--- src/rtl/shift_ctrl_pkg.sv ---
// Shared types for the arbitrated serializer: FSM state encoding and reset
// value of the round-robin pointer.
package shift_ctrl_pkg;

  typedef enum logic [1:0] {
    IDLE  = 2'd0,
    SHIFT = 2'd1,
    DONE  = 2'd2
  } state_t;

  // Pointer starts at requester 1, so requester 0 wins the first tie.
  localparam logic LAST_GRANT_RST = 1'b1;

endpackage

--- src/rtl/rr_arb2.sv ---
// Two-way round-robin arbiter, purely combinational. The caller owns the
// last_grant pointer; on a tie the requester that was not served last wins.
module rr_arb2 (
  input  logic [1:0] valid,
  input  logic       last_grant,
  output logic [1:0] grant
);

  always_comb begin
    grant = valid;
    if (valid == 2'b11) begin
      grant = last_grant ? 2'b01 : 2'b10;
    end
  end

endmodule

--- src/rtl/shift_arb_ctrl.sv ---
// Arbitrated serializer: grants one of two valid/ready requesters, loads the
// word into the shift register and sends it MSB-first, DIV cycles per bit.
//
// Handshake: a requester raises valid and holds valid and data steady until
// the cycle where its ready is also high; that cycle is the transfer. Ready is
// combinational, only ever high in IDLE, and never high for both requesters.
module shift_arb_ctrl
  import shift_ctrl_pkg::*;
#(
  parameter int WIDTH = 4,
  parameter int DIV   = 1
) (
  input  logic             clock,
  input  logic             clear,
  input  logic             req0_valid,
  input  logic [WIDTH-1:0] req0_data,
  output logic             req0_ready,
  input  logic             req1_valid,
  input  logic [WIDTH-1:0] req1_data,
  output logic             req1_ready,
  output logic             sout,
  output logic             sout_valid,
  output logic             busy,
  output logic             done,
  output logic             grant_id,
  output state_t           dbg_state
);

  localparam int BCW = $clog2(WIDTH);
  localparam int DCW = (DIV > 1) ? $clog2(DIV) : 1;
  localparam logic [BCW-1:0] BIT_LAST = BCW'(WIDTH - 1);
  localparam logic [DCW-1:0] DIV_LAST = DCW'(DIV - 1);

  state_t           state;
  state_t           state_nx;
  logic [WIDTH-1:0] shreg;
  logic [BCW-1:0]   bit_cnt;
  logic [DCW-1:0]   div_cnt;
  logic             last_grant;
  logic             gid;
  logic [1:0]       grant;
  logic             acc0;
  logic             acc1;
  logic             tick;
  logic             last_bit;

  rr_arb2 u_arb (
    .valid      ({req1_valid, req0_valid}),
    .last_grant (last_grant),
    .grant      (grant)
  );

  // tick marks the final cycle of a bit's hold time.
  assign tick     = (state == SHIFT) && (div_cnt == DIV_LAST);
  assign last_bit = tick && (bit_cnt == BIT_LAST);

  always_ff @(posedge clock or posedge clear) begin
    if (clear) begin
      state <= IDLE;
    end else begin
      state <= state_nx;
    end
  end

  always_comb begin
    state_nx = state;
    case (state)
      IDLE:    if (acc0 || acc1) state_nx = SHIFT;
      SHIFT:   if (last_bit) state_nx = DONE;
      DONE:    state_nx = IDLE;
      default: state_nx = IDLE;
    endcase
  end

  always_comb begin
    req0_ready = (state == IDLE) && !clear && grant[0];
    req1_ready = (state == IDLE) && !clear && grant[1];
    acc0       = req0_ready && req0_valid;
    acc1       = req1_ready && req1_valid;
    sout       = (state == SHIFT) ? shreg[WIDTH-1] : 1'b0;
    sout_valid = (state == SHIFT);
    busy       = (state != IDLE);
    done       = (state == DONE);
    grant_id   = gid;
    dbg_state  = state;
  end

  always_ff @(posedge clock or posedge clear) begin
    if (clear) begin
      shreg      <= '0;
      bit_cnt    <= '0;
      div_cnt    <= '0;
      last_grant <= LAST_GRANT_RST;
      gid        <= 1'b0;
    end else if (acc0 || acc1) begin
      shreg      <= acc1 ? req1_data : req0_data;
      gid        <= acc1;
      last_grant <= acc1;
      bit_cnt    <= '0;
      div_cnt    <= '0;
    end else if (state == SHIFT) begin
      if (tick) begin
        div_cnt <= '0;
        shreg   <= {shreg[WIDTH-2:0], 1'b0};
        // Park the bit counter at zero after the last bit instead of running on.
        bit_cnt <= last_bit ? '0 : bit_cnt + 1'b1;
      end else begin
        div_cnt <= div_cnt + 1'b1;
      end
    end
  end

endmodule

--- config.mk ---
export PLATFORM = sky130hd
export DESIGN_NAME = shift_arb_ctrl
export DESIGN_NICKNAME = d
export VERILOG_FILES = /design/src/rtl/shift_ctrl_pkg.sv /design/src/rtl/rr_arb2.sv /design/src/rtl/shift_arb_ctrl.sv
export SDC_FILE = /design/constraint.sdc
export NUM_CORES = 1
export LEC_CHECK = 0
export ABC_AREA = 1
export CORE_UTILIZATION = 44
export DETAILED_ROUTE_END_ITERATION = 16
export PLACE_DENSITY_LB_ADDON = 0.2
export SETUP_SLACK_MARGIN = 0.1
export SYNTH_ARGS = -nofsm -noshare
export SYNTH_HDL_FRONTEND = slang
export SYNTH_SLANG_ARGS = --single-unit
export TNS_END_PERCENT = 100
--- constraint.sdc ---
create_clock -name clock -period 1.6 [get_ports clock]
set_input_delay 0.32 -clock clock [delete_from_list [all_inputs] [get_ports clock]]
set_output_delay 0.32 -clock clock [all_outputs]
set_load 0.005 [all_outputs]
==> results.md <==
* Outcome: completed
* Top Ports at 21
* Ratio of cells with drive above 1 in the final layout at 54.10%
* CTS buffer count at 3
* Worst slew margin at 81.78%
* Post-route minimum period at 1569 ps
* Startpoint class of the critical path: flip-flop
* Nets@finish at 136
* DR DRC count at 0
* Layout Utilization at 86.10%
* Worst EP arrival at 1250 ps
* Period Utilization, post-route at 98.09%
* Htree depth at 1
* Layout overhead on the synthesized area at 74.95%
* Vias in the first global route at 679
* Hpwl dp at 1238 um
* Setup Crit Path Kind: reg -> out
* Cell Pwr Density at 1737 nW/um^2
* Worst-Skew Late Latency at 270 ps
* Port buffer count at 20
* Worst clock skew at 2.046 ps
* CTS Hold Bufs at 0
* Fmax at 637.2 MHz
* P_leak at 0.5470 nW
* Starting Density at 49.21%
* WP data required at 1280 ps
* Die Y at 40.86 um
* DRT iter0 DRCs at 10
* Most common cell after layout, fill and taps aside: buf_4
* Slew Limit Fails at 0
* Gr ovfl total at 0
* Bufs on Longest Clock Path at 2
* Die width at 40.86 um
* Initial antenna violation count at 0
* Netlist cell types at 21
* Via/cell ratio at 5.131
* Met3 Use GR at 3.261%
* Post-Route WL at 2035 um
* R2R depth at 8
* Finish-stage setup viols at 0
* Vias at 703
* Post-Syn Nets at 87
* Drt wl/cell at 14.85 um
* Mapped Avg Cell Area at 8.978 um^2
* Critical path capture point type: output pin
* CORE AREA at 1350 um^2
* DRT antenna net count at 0
* Yosys warnings at 0
* Measured slew at the worst slew-check pin at 273.3 ps
* Sequential fraction of the synthesis area at 41.62%
* Root buf cell: clkbuf_4
* Total die area at 1670 um^2
* Rows at 13
* Met1 Use GR at 28.67%
* Grt met2 use at 52.73%
* Final-report hold violation count at 0
* RSZ-0062 raised after global routing: yes
* # diodes at 0
* Sink Count at 11
* Cells after synthesis at 74
* First drt pass iteration count at 4
* WHS at 438.6 ps
* R2R setup slack at 120 ps
* Critical Path Fanout Max at 2
* VDD IR-drop max at 1.236 mV
* HP Class: in -> async
* First-pass GRT wire length at 2808 um
* GRT Max-Usage Layer: met2
* Mapped cell area at 664.4 um^2
* GRT Total Usage at 26.34%
* Placer Congestion at 0.7699
* CTS clk-pin slew, worst paths at 70 ps
* CTS tree: built
* Max Cap Viol at 0
* Register bit total from synthesis at 11
* Commonest non-fill, non-tap cells in the layout: buf_4, dfrtp_1, clkdlybuf4s50_1
* Largest net degree at the start of global routing at 14
## synthesized netlist by cell type (all sizes together)
| library cell | number | area (um^2) |
|---|---|---|
| a21oi | 6 | 52.56 |
| o21ai | 6 | 41.29 |
| o21bai | 3 | 22.52 |
| nor3 | 1 | 5.000 |
| nand2 | 12 | 71.32 |
| ha | 1 | 12.51 |
| nand3 | 7 | 35.03 |
| nor2 | 12 | 82.58 |
| nand4 | 2 | 12.51 |
| dfrtp | 10 | 250.2 |
| o31ai | 1 | 7.510 |
| inv | 12 | 45.04 |
| dfstp | 1 | 26.28 |
## power breakdown
part / switching [mW] / internal, mW
Clock: 0.0896 / 0.0965
Combinational: 0.644 / 0.664
Sequential: 0.110 / 0.415
Total: 0.844 / 1.18
## cell families (layout without fill, tap and decap cells)
logic type / after synthesis / count (layout) / share of synthesized area [%]
flip-flops: 11 / 11 / 41.62
AND/OR/NAND/NOR: 34 / 34 / 31.07
buffers and inverters: 12 / 60 / 6.779
AO/OA/AOI/OAI: 16 / 16 / 18.65
adder cells (fa/ha/maj): 1 / 1 / 1.883
## state kept, by name, summed over array words and instances (netlist names)
register	flops
bit_cnt	2
dbg_state	2
div_cnt	1
grant_id	1
last_grant	1
shreg	4
## timing repair
item,4_1_cts,5_1_grt
pin swaps,8,9
buffers inserted,12,2
resized for setup,38,20
endpoints found under the setup margin,8,14
## worst max-delay path, stage by stage (launching register included)
cell     delay (ps)
dfstp_2         570
nand2_4          60
buf_6           120
nand2_4          60
nor2_4           50
buf_2           120
## path summary, 6_finish.rpt
check	start	endpoint
max	last_grant	req1_ready
min	clear	shreg[0]
max reg2reg	last_grant	shreg[3]
min reg2reg	grant_id	grant_id
max in group asynchronous	clear	last_grant
min in group clock	grant_id	grant_id
## layer usage
metal	wire, um	share of wire [%]
met3	66	3.2
met5	0	0
met1	765	38
met4	60	2.9
met2	1142	56
## stage by stage
stage | power [mW] | cells | setup TNS (ps) | area [um^2] | worst slack (ps)
after global placement | 1.468 | 123 | -1257 | 988.4 | -355.5
after floorplan | 1.046 | 74 | 0 | 664.4 | 287.9
after detailed placement | 1.500 | 123 | -1640 | 988.4 | -435.0
after CTS | 1.881 | 138 | 0 | 1110 | 20.52
final | 2.019 | 137 | 0 | 1162 | 30.59
after global routing | 2.177 | 137 | -19.69 | 1162 | -10.84
## final cells by class
class	count	area, um^2
multi-input cells	51	419.2
repair buffers	44	376.6
flip-flops and latches	11	276.5
fillers	57	187.7
inverters	12	45.04
clock buffers	4	26.28
well taps	15	18.77
Power figures use the tool's default switching activity.
